## src/rtl/whack_scorer_if.sv

```systemverilog
`default_nettype none
// ============================================================================
// Module   : whack_scorer_if
// Purpose  : Game-side bundle between the mole generator, buttons and scorer.
// Revision : 1.0 - initial release
// ============================================================================
interface whack_scorer_if #(
  parameter int NUM_HOLES  = 5,
  parameter int POS_W      = 3,
  parameter int SCORE_W    = 4,
  parameter int STREAK_LEN = 3
);
  localparam int STREAK_W = $clog2(STREAK_LEN + 1);

  logic                 key_space;
  logic [POS_W-1:0]     mole_pos;
  logic [NUM_HOLES-1:0] btn;
  logic [SCORE_W-1:0]   score;
  logic [STREAK_W-1:0]  streak;
  logic                 cw;
  logic                 miss;
  logic                 flag_max;
  logic                 flag_low;

  modport master (
    output key_space, mole_pos, btn,
    input  score, streak, cw, miss, flag_max, flag_low
  );

  modport slave (
    input  key_space, mole_pos, btn,
    output score, streak, cw, miss, flag_max, flag_low
  );
endinterface
`default_nettype wire

```

## src/rtl/whack_scorer.sv

```systemverilog
`default_nettype none
// ============================================================================
// Module   : whack_scorer
// Purpose  : Whack-a-mole scorer: one hit per mole, streak bonus, saturating
//            score. Define WHACK_MISS_PENALTY_EN to make misses cost a point.
// Revision : 1.0 - initial release
// ============================================================================
module whack_scorer #(
  parameter int NUM_HOLES  = 5,
  parameter int POS_W      = 3,
  parameter int SCORE_W    = 4,
  parameter int LOW_THRESH = 5,
  parameter int STREAK_LEN = 3
) (
  input  logic          clk,
  input  logic          key_esc,
  whack_scorer_if.slave bus
);
  localparam int                  STREAK_W     = $clog2(STREAK_LEN + 1);
  localparam logic [SCORE_W-1:0]  SMAX         = '1;
  localparam logic [STREAK_W:0]   STREAK_LEN_U = (STREAK_W+1)'(STREAK_LEN);
  localparam logic [31:0]         LOW_THRESH_U = LOW_THRESH;

  logic [NUM_HOLES-1:0] btn_q;
  logic [POS_W-1:0]     pos_q;
  logic                 consumed_q, consumed_d;
  logic [SCORE_W-1:0]   score_q, score_d;
  logic [STREAK_W-1:0]  streak_q, streak_d;
  logic                 cw_q, cw_d;
  logic                 miss_q, miss_d;

  logic [NUM_HOLES-1:0] pe;
  logic [NUM_HOLES-1:0] hole_sel;
  logic [NUM_HOLES-1:0] pe_eff;
  logic                 consumed_live;
  logic                 hit;
  logic                 miss_ev;
  logic [STREAK_W:0]    streak_inc;
  logic                 bonus;
  logic [SCORE_W:0]     sum_ext;
`ifdef WHACK_MISS_PENALTY_EN
  logic [SCORE_W:0]     diff_ext;
`endif

  always_comb begin
    pe = bus.btn & ~btn_q;
    hole_sel = '0;
    for (int i = 0; i < NUM_HOLES; i++) begin
      hole_sel[i] = (bus.mole_pos == POS_W'(i + 1));
    end
    // A mole change this cycle clears consumed before the press is judged.
    consumed_live = consumed_q && (bus.mole_pos == pos_q);
    hit           = (|(pe & hole_sel)) && !consumed_live;
    pe_eff        = consumed_live ? (pe & ~hole_sel) : pe;
    miss_ev       = !hit && (|pe_eff);

    streak_inc = {1'b0, streak_q} + 1'b1;
    bonus      = (streak_inc == STREAK_LEN_U);
    sum_ext    = {1'b0, score_q} + (bonus ? (SCORE_W+1)'(2) : (SCORE_W+1)'(1));
`ifdef WHACK_MISS_PENALTY_EN
    diff_ext   = {1'b0, score_q} - (SCORE_W+1)'(1);
`endif

    score_d    = score_q;
    streak_d   = streak_q;
    consumed_d = consumed_live;
    cw_d       = 1'b0;
    miss_d     = 1'b0;

    if (!bus.key_space) begin
      if (hit) begin
        consumed_d = 1'b1;
        cw_d       = 1'b1;
        streak_d   = bonus ? '0 : streak_inc[STREAK_W-1:0];
        score_d    = sum_ext[SCORE_W] ? SMAX : sum_ext[SCORE_W-1:0];
      end else if (miss_ev) begin
        miss_d   = 1'b1;
        streak_d = '0;
`ifdef WHACK_MISS_PENALTY_EN
        score_d  = diff_ext[SCORE_W] ? '0 : diff_ext[SCORE_W-1:0];
`endif
      end
    end
  end

  always_ff @(posedge clk) begin
    // Edge history and mole tracking run even in reset and pause.
    btn_q <= bus.btn;
    pos_q <= bus.mole_pos;
    if (key_esc) begin
      score_q    <= '0;
      streak_q   <= '0;
      consumed_q <= 1'b0;
      cw_q       <= 1'b0;
      miss_q     <= 1'b0;
    end else begin
      score_q    <= score_d;
      streak_q   <= streak_d;
      consumed_q <= consumed_d;
      cw_q       <= cw_d;
      miss_q     <= miss_d;
    end
  end

  assign bus.score    = score_q;
  assign bus.streak   = streak_q;
  assign bus.cw       = cw_q;
  assign bus.miss     = miss_q;
  assign bus.flag_max = (score_q == SMAX);
  assign bus.flag_low = (32'(score_q) < LOW_THRESH_U);
endmodule
`default_nettype wire
```

## src/flat_wrapper.sv

```systemverilog
// flat-port wrapper written by rule: the top's interface ports become plain ports
module whack_scorer_flat 
#(
  parameter int NUM_HOLES  = 5,
  parameter int POS_W      = 3,
  parameter int SCORE_W    = 4,
  parameter int LOW_THRESH = 5,
  parameter int STREAK_LEN = 3
)
  (clk, key_esc, bus_key_space, bus_mole_pos, bus_btn, bus_score, bus_streak, bus_cw, bus_miss, bus_flag_max, bus_flag_low);
  whack_scorer_if #(.NUM_HOLES(NUM_HOLES), .POS_W(POS_W), .SCORE_W(SCORE_W), .STREAK_LEN(STREAK_LEN)) bus_i ();
  input  logic clk;
  input  logic key_esc;
  input wire logic [$bits(bus_i.key_space)-1:0] bus_key_space;
  input wire logic [$bits(bus_i.mole_pos)-1:0] bus_mole_pos;
  input wire logic [$bits(bus_i.btn)-1:0] bus_btn;
  output wire logic [$bits(bus_i.score)-1:0] bus_score;
  output wire logic [$bits(bus_i.streak)-1:0] bus_streak;
  output wire logic [$bits(bus_i.cw)-1:0] bus_cw;
  output wire logic [$bits(bus_i.miss)-1:0] bus_miss;
  output wire logic [$bits(bus_i.flag_max)-1:0] bus_flag_max;
  output wire logic [$bits(bus_i.flag_low)-1:0] bus_flag_low;
  assign bus_i.key_space = bus_key_space;
  assign bus_i.mole_pos = bus_mole_pos;
  assign bus_i.btn = bus_btn;
  assign bus_score = bus_i.score;
  assign bus_streak = bus_i.streak;
  assign bus_cw = bus_i.cw;
  assign bus_miss = bus_i.miss;
  assign bus_flag_max = bus_i.flag_max;
  assign bus_flag_low = bus_i.flag_low;
  whack_scorer #(.NUM_HOLES(NUM_HOLES), .POS_W(POS_W), .SCORE_W(SCORE_W), .LOW_THRESH(LOW_THRESH), .STREAK_LEN(STREAK_LEN)) u_core (.clk(clk), .key_esc(key_esc), .bus(bus_i));
endmodule
```

## config.mk

```make
export PLATFORM = sky130hd
export DESIGN_NAME = whack_scorer_flat
export DESIGN_NICKNAME = d
export VERILOG_FILES = /design/src/rtl/whack_scorer_if.sv /design/src/rtl/whack_scorer.sv /design/src/flat_wrapper.sv
export SDC_FILE = /design/constraint.sdc
export NUM_CORES = 1
export LEC_CHECK = 0
export CAP_MARGIN = 20
export CORE_MARGIN = 10
export CORE_UTILIZATION = 54
export CTS_BUF_LIST = sky130_fd_sc_hd__clkbuf_8
export CTS_CLUSTER_DIAMETER = 200
export DETAILED_ROUTE_END_ITERATION = 10
export PLACE_DENSITY = 0.86
export SLEW_MARGIN = 25
export SYNTH_ARGS = -nofsm -noshare
export SYNTH_HDL_FRONTEND = slang
export SYNTH_SLANG_ARGS = --single-unit
```

## constraint.sdc

```tcl
create_clock -name clk -period 4.3 [get_ports clk]
set_clock_uncertainty 0.05 [all_clocks]
set_input_delay 0.645 -clock clk [delete_from_list [all_inputs] [get_ports clk]]
set_output_delay 0.645 -clock clk [all_outputs]
set_load 0.03 [all_outputs]
```

# Word-level counts from Yosys, hierarchy flattened

Cells that the tools add are included.

Register bits: 17
Latch bits: 0
Memory bits (writable): 0
ROM bits: 0
Bits of input ports: 11
Logic and storage cells: 46
Memories: 0

Add/sub/neg operators: 2
Multipliers: 0
Div/mod/pow operators: 0
$lt $le $gt $ge: 1
Eq/ne operators: 8
Shift-type cells: 0
Muxes and demuxes: 10
Bitwise operators: 6
Reduce and logical (&&, ||, !) cells: 12

Operators with widths:

| operator                                                              | number |
|---|---|
| 5-bit AND                                                             | 3 |
| 5-bit inverter                                                        | 2 |
| 5-bit OR reduction                                                    | 2 |
| 3-bit by 2-bit equality test with 1-bit output, second input constant | 3 |
| 2-bit 2-to-1 mux                                                      | 4 |
| 3-bit equality test, second input constant                            | 2 |
| 4-bit by 5-bit adder with 5-bit output                                | 1 |
| 5-bit 2-to-1 mux                                                      | 1 |
| 4-bit equality test, second input constant                            | 1 |
| 4-bit by 3-bit < comparator with 1-bit output, second input constant  | 1 |
| 1-bit 2-to-1 mux                                                      | 4 |
| 4-bit 2-to-1 mux                                                      | 1 |
| 2-bit AND reduction                                                   | 2 |
| 2-bit by 1-bit adder with 3-bit output, second input constant         | 1 |
| 3-bit by 1-bit equality test with 1-bit output, second input constant | 1 |
| 3-bit equality test                                                   | 1 |
| 1-bit logical AND                                                     | 3 |
| 3-bit OR reduction                                                    | 1 |
| 1-bit logical NOT                                                     | 2 |
| 2-bit nonzero test                                                    | 1 |
| 2-bit OR reduction                                                    | 1 |
| 1-bit inverter                                                        | 1 |

# Longest topological paths before layout

Gate-level depths: netlist (run 1).

Depth after elaboration: 9
Mapped depth: 8

# Worst setup path before layout (run 1)

No wires, ideal clock.

Kind: input -> register
Start point: input port bus_mole_pos[1]
End point: register u_core.score_q[2] (netlist: u_core.bus.score[2])
Setup time: 0.121 ns
Arrival time: 1.885 ns
Path slack: 2.244 ns
Stages: 6
Path buffers: 1
Cell sequence: buf_6 > and4b_1 > or4_4 > nand3_4 > nor2_2 > mux2_4

Word-level cells in the longest chain between the ends: 5

Ends and longest elaborated chain:

| element                                                                      | RTL line                               | text |
|---|---|---|
| start: declaration                                                           | flat_wrapper.sv:15                     | `input wire logic [$bits(bus_i.mole_pos)-1:0] bus_mole_pos;` |
| 3-bit by 1-bit equality test with 1-bit output, or another cell as far along | whack_scorer.sv:49                     | `hole_sel[i] = (bus.mole_pos == POS_W'(i + 1));` |
| 5-bit AND or 1-bit logical AND (tied branches)                               | whack_scorer.sv:53, whack_scorer.sv:52 |  |
| 5-bit OR reduction or 1-bit logical NOT (tied branches)                      | whack_scorer.sv:53                     | `hit = (\|(pe & hole_sel)) && !consumed_live;` |
| 1-bit logical AND (*)                                                        | whack_scorer.sv:53                     |  |
| 2-bit AND reduction (no line) (*)                                            | --                                     |  |
| end signal: assignment                                                       | whack_scorer.sv:97                     | `score_q <= score_d;` |
| end: declaration                                                             | whack_scorer.sv:27                     | `logic [SCORE_W-1:0] score_q, score_d;` |

Mark *: on every way between the ends. The rest lies on a longest branch, timed or not.
A chain may end at the register's enable or synchronous reset.

# Worst setup path in the final report (run 1)

Start point: input port bus_mole_pos[0]
End point: register u_core.score_q[2] (netlist: u_core.bus.score[2])

Same word-level chain as after synthesis.

==> run summary, run 1 <==
The flow ran to the end, and the final reports show no timing, DRC or antenna violations. The area share of and/or/nand/nor cells after synthesis was 0.294. The die covers 3650 µm². When the netlist entered floorplanning its net count stood at 109. The first detailed-routing pass took 5 iterations. Buffers added to address setup during post-CTS repair amount to 0. The number of sinks handled by clock tree synthesis came out at 17.

For the register area share after synthesis, the log shows 0.386. The share of layout cells above drive strength 1 works out to 0.0776. Power per cell area: 311 nW/µm². The initial antenna violation count was 0; the area of the mapped netlist was 881 µm². Buffers inserted to repair hold after CTS numbered 0.

The commonest non-fill, non-tap cell in the layout is sky130_fd_sc_hd__clkdlybuf4s50_1. The number of nets in the layout came out at 131. The sequential group share of total power was 0.491; the growth of design area from synthesis to finish was 27.1%.

Data arrives at the worst endpoint at 2.52 ns. The run gives 22 as the number of DRC violations after detailed-routing iteration 0. The origin of the worst setup path was bus_mole_pos[0]. The global routing usage summed across all routing layers is 0.121, and the net load switching power is 0.0000910 W. Area of placed instances: 1070 µm². Counting the buffers created by CTS gives 3.

The placeable core region came out at 1520 µm². By area, the combinational part of the netlist is dominated by simple AND/OR/NAND/NOR gates. In the final timing run, aggregate negative setup slack is 0 ns. The final instance count without filler cells is 132, and the horizontal die dimension is 60.4 µm.

The gate count after technology mapping was 95; the clock slew at the register clock pins of the worst setup and hold paths was 0.06 ns. The tools report the root cell of the clock tree as sky130_fd_sc_hd__clkbuf_8. The initial standard-cell utilization of the core is 0.578, and the fraction of the mapped netlist area in compound gates is 0.170. The die is 60.4 µm tall.

The run gives 14 as the number of standard-cell rows in the floorplan. The number of distinct library cells after synthesis was 36. After synthesis the netlist holds a flip-flop and latch count of 17.

The clock power share came out at 0.333. The number of top-level design ports was 21. TritonCTS built the clock tree.

For the setup slack of the worst register-to-register path, the log shows 2.43 ns. Cell internal power was estimated by the tool at 0.000258 W. Once detailed placement completed, the half-perimeter wirelength came to 1660 µm. Max-slew violation count: 0. The number of port buffers came out at 20. Setup repair after global routing left no endpoint under its margin. The multiplexer fraction of the synthesized cell area came out at 0.0170. The overall overflow remaining after global route was 0; the worst-case clock buffer depth was 2. The actual transition at the worst max-transition pin came out at 0.424 ns. The worst reg2reg path startpoint is u_core.bus.streak[0]. The tools report the maximum operating frequency as 0.412 GHz. The final count of hold timing violations was 0; the post-route worst setup slack was 1.87 ns. For this run, design rule violations remaining after detail routing come to 0.

The count of nets left with antenna violations once routing finished came out at 0. The critical path is of the in -> reg type. The kind of launch point of the worst setup path is a primary input. The run gives 13 as the largest net degree at the start of global routing. For the H-tree depth, the log shows 1. The run gives 740 as the via count of the first global-routing pass. Setup violations remaining at the end of the flow were counted as 0.

The worst setup timing slack at the placement stage was 1.61 ns; the fraction of the mapped netlist area in adder cells was 0.0511. The routed via count is 782, and the XOR/XNOR share of the synthesized area is 0.0298. The worst hold path begins at u_core.bus.streak[1].

At the end of routability-driven placement, the weighted congestion stood at 0.880. Hold timing on the final database bottoms out at a slack of 0.495 ns. The tools report the combinational power share as 0.176. The capture point of the worst reg-to-reg path is u_core.bus.score[2]. At the later pin of the worst-skew pair, clock insertion delay measures 0.26 ns.

The shortest clock period the worst path allows after layout was 2.43 ns; the count of max-cap constraint violations was 0. The tools report the wire length of the first global-routing pass as 3370 µm. The repair_antennas step left the layout with diodes totalling 0. The final cycle utilization of the critical path was 0.565. The run gives 4.39 ns as the data required time at the worst endpoint.

The tools report the maximum VDD drop as 0.000258 V. In the routed layout, each cell is associated on average with a via count of 5.92. For the design area, the log shows 1120 µm². The headroom to the max-slew limit was 0.717. The type of destination of the critical path is a register. The end of the critical path was u_core.bus.score[2]. The leakage power is 0.397 nW. During synthesis, Yosys emitted a total of 0 warnings. The worst reg-to-reg path cell count is 7, and the post-detailed-routing wire length is 2020 µm. The switching fraction of total power was 0.261. The class of the most critical hold timing path is reg -> reg. After synthesis, the mean cell area works out to 9.27 µm².

Leaving out fill and tap cells, the most frequent cells in the layout are 20 x sky130_fd_sc_hd__clkdlybuf4s50_1, 17 x sky130_fd_sc_hd__dfxtp_1, 9 x sky130_fd_sc_hd__nand2_1, 9 x sky130_fd_sc_hd__nor2_1, 6 x sky130_fd_sc_hd__inv_1. The count of placed standard cells including taps was 128; the routed wirelength normalized by instance count was 15.3 µm. In this run the worst path has a maximum fanout of 12. The post-cts repair resize count was 0.
## synth_stat cells
cell type	number	area [µm²]
sky130_fd_sc_hd__o311ai_2	1	16.3
sky130_fd_sc_hd__nor2_1	9	33.8
sky130_fd_sc_hd__nand2b_1	4	25.0
sky130_fd_sc_hd__fa_1	1	20.0
sky130_fd_sc_hd__a21o_1	1	7.51
sky130_fd_sc_hd__a311oi_1	1	8.76
sky130_fd_sc_hd__xnor2_1	3	26.3
sky130_fd_sc_hd__o211ai_1	1	7.51
sky130_fd_sc_hd__inv_1	5	18.8
sky130_fd_sc_hd__nor2b_1	3	18.8
sky130_fd_sc_hd__o22a_1	1	8.76
sky130_fd_sc_hd__and4b_1	1	10.0
sky130_fd_sc_hd__a41oi_2	1	16.3
sky130_fd_sc_hd__ha_1	2	25.0
sky130_fd_sc_hd__a21oi_1	4	20.0
sky130_fd_sc_hd__nor3b_1	2	15.0
sky130_fd_sc_hd__nand4_1	2	12.5
sky130_fd_sc_hd__buf_6	2	22.5
sky130_fd_sc_hd__or4_4	1	11.3
sky130_fd_sc_hd__mux2_4	1	15.0
sky130_fd_sc_hd__nand4bb_1	1	11.3
sky130_fd_sc_hd__nor3_1	4	20.0
sky130_fd_sc_hd__o21ai_0	2	10.0
sky130_fd_sc_hd__o21a_1	2	15.0
sky130_fd_sc_hd__buf_1	1	3.75
sky130_fd_sc_hd__nand2_1	9	33.8
sky130_fd_sc_hd__a211oi_1	2	15.0
sky130_fd_sc_hd__or3_1	1	6.26
sky130_fd_sc_hd__dfxtp_1	17	340
sky130_fd_sc_hd__nand3b_1	1	7.51
sky130_fd_sc_hd__nand3_4	1	17.5
sky130_fd_sc_hd__nor2_2	1	6.26
sky130_fd_sc_hd__a31oi_1	2	12.5
sky130_fd_sc_hd__o21ai_1	1	5.00
sky130_fd_sc_hd__a22oi_1	1	7.51
sky130_fd_sc_hd__nor4bb_1	3	30.0
## stage by stage
| stage | utilization | power [W] |
|---|---|---|
| 5_1_grt | 0.735 | 0.000364 |
| 3_5_place_dp | 0.705 | 0.000236 |
| 3_3_place_gp | 0.705 | 0.000233 |
| 6_report | 0.735 | 0.000349 |
| 4_1_cts | 0.735 | 0.000352 |
| 2_1_floorplan | - | 0.000212 |
## power by group through the flow
stage	sequential, W	clock (W)	combinational [W]
2_1_floorplan	0.000180	0	0.0000325
3_3_place_gp	0.000174	0	0.0000594
3_5_place_dp	0.000175	0	0.0000615
4_1_cts	0.000171	0.000119	0.0000617
5_1_grt	0.000172	0.000125	0.0000671
6_report	0.000171	0.000116	0.0000613
## kinds of logic (layout without fill, tap and decap cells)
logic type,count (synthesis),count (layout)
AOI/OAI and AO/OA,20,20
xor gates and xnor gates,3,3
adders and majority gates,3,3
buffers and inverters,8,29
DFF,17,17
muxes,1,1
and+or+nand+nor,43,43
## cell type report
type	instances	area [µm²]
clock buffer	3	41.3
clock inverter	1	3.75
fill	124	404
inverter	5	18.8
multi-input combinational	70	495
sequential	17	340
tap	16	20.0
timing repair buffer	20	200
## per-layer routing
metal	wire length, µm	vias to the layer above	GRT usage
met1	897	368	0.141
li1	-	386	-
met5	0	-	0
met3	123	4	0.0459
met4	29	0	0.0481
met2	972	24	0.197
## registers in the layout, summed over array words and instances (netlist names)
name / cells
u_core.bus.miss: 1
u_core.bus.streak: 2
u_core.btn_q: 5
u_core.bus.score: 4
u_core.consumed_q: 1
u_core.pos_q: 3
u_core.bus.cw: 1
## worst min-delay path by stage
stage,end,slack (ns),depth (start not counted)
2_1_floorplan,u_core.bus.miss,0.54,3
3_3_place_gp,u_core.bus.streak[0],0.45,2
3_5_place_dp,u_core.bus.streak[1],0.47,2
4_1_cts,u_core.bus.streak[1],0.48,2
5_1_grt,u_core.bus.streak[1],0.53,2
6_report,u_core.bus.streak[1],0.50,2
## critical path, stage by stage
cell	delay [ns]
sky130_fd_sc_hd__clkdlybuf4s50_1	0.60
sky130_fd_sc_hd__and4b_1	0.29
sky130_fd_sc_hd__or4_4	0.51
sky130_fd_sc_hd__nand3_4	0.13
sky130_fd_sc_hd__nor2_2	0.06
sky130_fd_sc_hd__mux2_4	0.29
No activity file was read; power rests on OpenSTA's default activity.
==> run 2, diff against run 1 <==
CORE_UTILIZATION = 45   (was 54)
PLACE_DENSITY = 0.76   (was 0.86)
clock period = 2.18 ns   (was 4.3 ns; I/O delays follow)
==> run 2 against run 1 <==
  * Routed wire length fell by 0.59%
  * Final area rose by 7.7%
  * Die area rose by 13%
  * Count of clock-buffer cells in the layout did not move
  * Via count fell by 0.13%
  * Utilization fell by 5.8 points
  * Clock power rose by 100%
  * Largest power group unchanged
==> run summary, run 2 (synthesized netlist as in run 1, its figures left out) <==
The remaining antenna violation count came out at 0 (unchanged). The largest net degree at the start of global routing was 11 (-2); the clock slew at the register clock pins of the worst setup and hold paths was 0.07 ns (about the same). The run gives 141 (+7.6%) as the number of nets in the layout.

First-pass detailed-route iteration total: 4 (-1). The final antenna diode count is 0 (unchanged). Post-cts repair resize count: 0 (unchanged). The maximum fanout along the worst path was 9 (-3); the count of max-cap constraint violations was 0 (unchanged). The type of destination of the critical path was a register. The logs give 13 (-41%) for the number of DRC violations after detailed-routing iteration 0 and 15 (+1) for the number of standard-cell rows in the floorplan. The register with the most flip-flops in the final layout is u_core.btn_q.

The run gives 4130 µm² (+13%) as the die area. The smallest clock period supported by the final layout is computed as 2.01 ns. The logs give 0.443 nW (+12%) for the leakage power and 781 (-0.13%) for the routed via count. The run gives 0.103 (-0.0186) as the global routing usage summed across all routing layers.

Final instance count without filler cells: 151 (+14%). The count of placed standard cells including taps was 147 (+15%); the initial standard-cell utilization of the core was 0.494 (-0.0840). Number of sinks handled by clock tree synthesis: 17 (unchanged).

The final count of hold timing violations is 0 (unchanged), and the via count of the first global-routing pass is 822 (+11%). STA classifies the critical path startpoint as a primary input. The horizontal die dimension came out at 64.2 µm (+6.4%). The tools report the worst-case clock buffer depth as 2 (unchanged). The H-tree depth came out at 1 (unchanged).

The tools report the overall overflow remaining after global route as 0 (unchanged). The run finished with clean final reports. The average vias per placed instance is 5.17 (-13%).

The tools report the design area as 1210 µm² (+7.7%). Maximum VDD drop: 0.000420 V (+63%). The number of buffers inserted by post-CTS setup repair was 0 (unchanged). Setup repair after global routing left no endpoint under its margin. The run gives 3530 µm (+4.7%) as the wire length of the first global-routing pass. The maximum operating frequency came out at 0.496 GHz. The tools report the post-detailed-routing wire length as 2010 µm (-0.59%).

The tree is rooted in a sky130_fd_sc_hd__clkbuf_8. The area of placed instances was 1160 µm² (+8.0%); the growth of design area from synthesis to finish was 36.9%. Total power draw: 0.000707 W (+100%). TritonCTS built the clock tree.

The tools report the clock latency reported for the late side of the worst-skew pair as 0.25 ns (about the same). Post-detailed-route DRC marker count: 0 (unchanged). In the layout the commonest cells are 20 x sky130_fd_sc_hd__clkdlybuf4s50_1, 17 x sky130_fd_sc_hd__dfxtp_1, 10 x sky130_fd_sc_hd__buf_4. The run gives 2.10 ns (-0.42 ns) as the worst path arrival time. Number of top-level design ports: 21 (unchanged). The library cell used most frequently in the layout, excluding fill and tap cells, is sky130_fd_sc_hd__clkdlybuf4s50_1. The y dimension of the die is 64.2 µm (+6.4%), and the HPWL reported at the end of detailed placement is 1630 µm (-1.7%). Path type of the worst setup path: in -> reg. The headroom to the max-slew limit is 0.714 (-0.00300), and the initial antenna violation count is 0 (unchanged). The tightest min-delay check is of the reg -> reg type. The placeable core region is 1780 µm² (+17%). The run gives 0 ns (unchanged) as the setup TNS.

The number of port buffers was 20 (unchanged); the total CTS buffers was 3 (unchanged). Power per cell area: 586 nW/µm² (+88%). The number of buffers inserted for hold repair after clock tree synthesis is 0 (unchanged), and the routed wirelength normalized by instance count is 13.3 µm (-13%). The final hold slack came out at 0.465 ns (-0.0301 ns). The actual transition at the worst max-transition pin came out at 0.429 ns (+0.00450 ns). The max-slew violation count came out at 0 (unchanged). The logs give 2.27 ns (-2.12 ns) for the data required time at the worst endpoint and 0 (unchanged) for the total setup violations reported at the end of the flow.

The last weighted congestion value of the routability-driven placer came out at 0.838 (-4.7%). Number of flip-flops in the largest register: 5 (unchanged). Share of layout cells above drive strength 1: 0.151 (+0.0732). The final cycle utilization of the critical path works out to 0.924.
run 2: changes by cell type in the layout (fill, tap and decap cells not counted):
cell,before,now
sky130_fd_sc_hd__buf_4,0,10
run 2: power by group:
group          switching [W]  leakage (nW)  internal (W)  total [W]
logic              0.0000674         0.275     0.0000704   0.000138
clock network       0.000108        0.0269      0.000125   0.000233
registers          0.0000104         0.141      0.000326   0.000336
run 2: critical path, cell delays in order:
cell and delay, ns:
sky130_fd_sc_hd__clkdlybuf4s50_1 0.55, sky130_fd_sc_hd__and4b_1 0.28, sky130_fd_sc_hd__or4_4 0.51, sky130_fd_sc_hd__nand3_4 0.10
sky130_fd_sc_hd__nor2_2 0.04, sky130_fd_sc_hd__mux2_4 0.29
run 2: through the flow:
stage	worst slack (ns)	util
floorplan	0.232	-
global placement	-0.0696	0.651
detailed placement	-0.0922	0.651
CTS	0.162	0.676
global route	0.0292	0.676
finish	0.165	0.676
run 2: per-layer routing:
| layer | track usage | share of wire | vias to the layer above |
|---|---|---|---|
| met2 | 0.163 | 0.47 | 15 |
| met5 | 0 | 0 | - |
| met3 | 0.0348 | 0.043 | 4 |
| met4 | 0.0348 | 0.011 | 0 |
| met1 | 0.127 | 0.48 | 359 |
| li1 | - | - | 403 |
run 2: path summary, 6_finish.rpt:
check	start	to	slack, ns	cells past startpoint
hold / removal	u_core.bus.streak[0]	u_core.bus.streak[0]	0.47	2
setup reg to reg	u_core.bus.streak[0]	u_core.bus.score[2]	0.36	7
hold reg to reg	u_core.bus.streak[0]	u_core.bus.streak[0]	0.47	2
setup / recovery	bus_mole_pos[1]	u_core.bus.score[2]	0.17	6
run 2: layout make-up:
type	instances	area, µm²
timing repair buffer	30	275
tap	25	31.3
sequential	17	340
clock buffer	3	41.3
multi-input combinational	70	495
inverter	5	18.8
clock inverter	1	3.75
fill	154	577
==> run 3, diff against run 2 <==
CORE_ASPECT_RATIO = 0.75   (was unset)
==> run 3 against run 2 <==
  * Critical endpoint is now u_core.bus.streak[0]
  * Hold slack worse by 0.011 ns
  * Maximum frequency down 1.2%
  * Sequential share of layout area down 0.12 points
  * Critical path type unchanged
  * Sequential cell count unchanged
  * Routed wire length about the same
  * Critical path depth up 2
  * Final cell count down 2.6%
  * Final area up 0.41%
  * Via count up 0.90%
  * Largest cell class unchanged
  * Power down 0.96%
==> run summary, run 3 (synthesized netlist as in run 1, its figures left out) <==
Power per cell area: 578 nW/µm² (-1.4%). The capture point of the worst reg-to-reg path is u_core.bus.score[2]. The die area was 4150 µm² (+0.45%). The HPWL reported at the end of detailed placement came out at 1590 µm (-2.6%).

First-pass detailed-route iteration total: 4 (unchanged). The clock slew at the register clock pins of the worst setup and hold paths is 0.06 ns (about the same). The initial antenna violation count is 0 (unchanged), and the share of layout cells above drive strength 1 is 0.160 (+0.00921). The average vias per placed instance is 5.36 (+3.6%). The horizontal die dimension is 71.1 µm (+11%), and the leakage power is 0.453 nW (+2.3%). On the critical path, the stage with the largest delay is an instance of sky130_fd_sc_hd__clkdlybuf4s50_1. The maximum fanout along the worst path works out to 8 (-1).

Setup repair after global routing left no endpoint under its margin. The switching fraction of total power works out to 0.257 (-0.00543). The commonest non-fill, non-tap cell in the layout is sky130_fd_sc_hd__clkdlybuf4s50_1. The flow ran to the end, and the final reports show no timing, DRC or antenna violations.

The tools report the setup TNS as 0 ns (unchanged). Kind of launch point of the worst setup path: a primary input. The tools report the total setup violations reported at the end of the flow as 0 (unchanged). The max-slew violation count was 0 (unchanged).

The type of destination of the critical path is a register. Y dimension of the die: 58.3 µm (-9.2%). The path class of the tightest hold or removal check is in -> reg. The final core utilization was 0.677 (about the same); the wire length of the first global-routing pass was 3580 µm (+1.6%). The register with the most flip-flops in the final layout is u_core.btn_q. The path with the worst hold slack has its endpoint at u_core.pos_q[1]. The post-detailed-route DRC marker count was 0 (unchanged); the worst path arrival time was 2.14 ns (+0.04 ns). The run gives 0.196 (about the same) as the combinational power share. The growth of design area from synthesis to finish is 37.5%, and the number of buffers inserted by post-CTS setup repair is 0 (unchanged). The run gives 0.33 ns (-0.03 ns) as the setup slack of the worst register-to-register path. The logs give 3 (unchanged) for the total CTS buffers and 0 (unchanged) for the count of max-cap constraint violations. Startpoint of the worst hold path: bus_mole_pos[1].

The number of DRC violations after detailed-routing iteration 0 is 18 (+5). The worst-case clock buffer depth was 2 (unchanged). The number of nets in the layout was 140 (-0.71%); the worst reg-to-reg path cell count was 7 (unchanged). The shortest clock period the worst path allows after layout is 2.04 ns (+0.0235 ns). The number of buffers inserted for hold repair after clock tree synthesis was 0 (unchanged); the maximum VDD drop was 0.000531 V (+26%). For the net load switching power, the log shows 0.000180 W (-3.0%). The critical path is of the in -> reg type.

The logs give 0.322 (-0.007) for the clock power share and 0 (unchanged) for the overall overflow remaining after global route. The total power draw was 0.000700 W (-0.96%). The initial standard-cell utilization of the core was 0.492 (-0.00173); the last weighted congestion value of the routability-driven placer was 0.834 (-0.49%). The placeable core region is 1790 µm² (+0.35%). The worst register-to-register path begins at u_core.bus.streak[0]. The run gives 2010 µm (about the same) as the post-detailed-routing wire length. The sequential group share of total power came out at 0.481 (+0.005). The data required time at the worst endpoint came out at 2.29 ns (+0.02 ns).

For the H-tree depth, the log shows 1 (unchanged). Final cycle utilization of the critical path: 0.935 (+0.0108). The peak per-stage delay on the critical path was 0.54 ns (about the same); the number of top-level design ports was 21 (unchanged). The maximum operating frequency was 0.491 GHz (-1.2%); the number of sinks handled by clock tree synthesis was 17 (unchanged). The tools report the via count of the first global-routing pass as 822 (unchanged). The number of flip-flops in the largest register came out at 5 (unchanged). The number of standard-cell rows in the floorplan was 13 (-2).

Clock latency reported for the late side of the worst-skew pair: 0.25 ns (about the same). The number of port buffers was 20 (unchanged). The global routing usage summed across all routing layers was 0.101 (-0.00135). The remaining antenna violation count is 0 (unchanged), and the headroom to the max-slew limit is 0.753 (+0.0393).

The routed wirelength normalized by instance count works out to 13.7 µm (+2.8%). Walking the worst path, the cells encountered are clkdlybuf4s50_1 > buf_4 > xnor2_2 > nand2_1 > o21ai_0 > buf_4 > a31oi_1 > a211oi_1. TritonCTS built the clock tree. The depth of the worst hold-timing path was 2 (unchanged).

The run gives 0 (unchanged) as the final count of hold timing violations. The final antenna diode count came out at 0 (unchanged). The cell sitting at the root of the clock tree is a sky130_fd_sc_hd__clkbuf_8. Actual transition at the worst max-transition pin: 0.369 ns (-0.0595 ns). The logs give 0.000520 W (-0.23%) for the internal power consumption and 11 (unchanged) for the largest net degree at the start of global routing. The library cells used most frequently in the layout, excluding fill and tap cells, are 19 x sky130_fd_sc_hd__clkdlybuf4s50_1, 17 x sky130_fd_sc_hd__dfxtp_1, 9 x sky130_fd_sc_hd__nand2_1, 9 x sky130_fd_sc_hd__nor2_1, 9 x sky130_fd_sc_hd__buf_4. The run gives 788 (+0.90%) as the routed via count. Among the stages of the critical path, the cell type that occurs most often is sky130_fd_sc_hd__buf_4.
-- run 3: how the worst max path moves through the flow --
stage                              start              endpoint  slack [ns]  depth (start not counted)
finish                   bus_mole_pos[0]  u_core.bus.streak[0]        0.14                          8
global route             bus_mole_pos[0]  u_core.bus.streak[0]        0.01                          8
CTS                      bus_mole_pos[1]  u_core.bus.streak[0]        0.06                          8
detailed placement       bus_mole_pos[1]  u_core.bus.streak[0]       -0.19                          8
global placement         bus_mole_pos[1]   u_core.bus.score[2]       -0.05                          6
floorplan           u_core.bus.streak[0]   u_core.bus.score[2]        0.23                          7
-- run 3: worst max-delay path: cells and delay by family --
family	cells	cell delay, ns
compound gates	3	0.58
xor+xnor	1	0.20
buf+inv	3	0.91
simple gates	1	0.14
-- run 3: area by class of cell --
class	instances	area (µm²)
Multi-Input combinational cell	70	509
Sequential cell	17	340
Tap cell	22	27.5
Clock buffer	3	41.3
Fill cell	134	578
Timing Repair Buffer	29	270
Inverter	5	18.8
Clock inverter	1	3.75
-- run 3: per-layer routing --
metal  share of wire  up-vias  GRT usage  routed length [µm]
met4          0.0040        0     0.0193                   8
met3           0.058        2     0.0436                 117
li1                -      401          -                   -
met2            0.46       16      0.172                 919
met1            0.48      369      0.117                 968
met5               0        -          0                   0
-- run 3: through the flow --
step	hold slack [ns]	std cells	area (µm²)	setup WS, ns
final	0.455	147	1210	0.142
after global placement	0.453	143	1150	-0.0547
after CTS	0.487	147	1190	0.0638
after floorplan	0.305	95	881	0.232
after detailed placement	0.478	143	1150	-0.188
after global routing	0.470	147	1210	0.0130
-- run 3: what timing repair did --
action | CTS | global route
gates resized for setup | 0 | 4
endpoints found under the hold margin | 0 | 0
endpoints found under the setup margin | 0 | 2
-- run 3: power groups by stage --
| stage | logic, W | registers [W] | clock network (W) |
|---|---|---|---|
| floorplan | 0.0000641 | 0.000355 | 0 |
| global placement | 0.000131 | 0.000343 | 0 |
| detailed placement | 0.000135 | 0.000344 | 0 |
| CTS | 0.000136 | 0.000337 | 0.000230 |
| global route | 0.000151 | 0.000339 | 0.000243 |
| finish | 0.000138 | 0.000337 | 0.000226 |
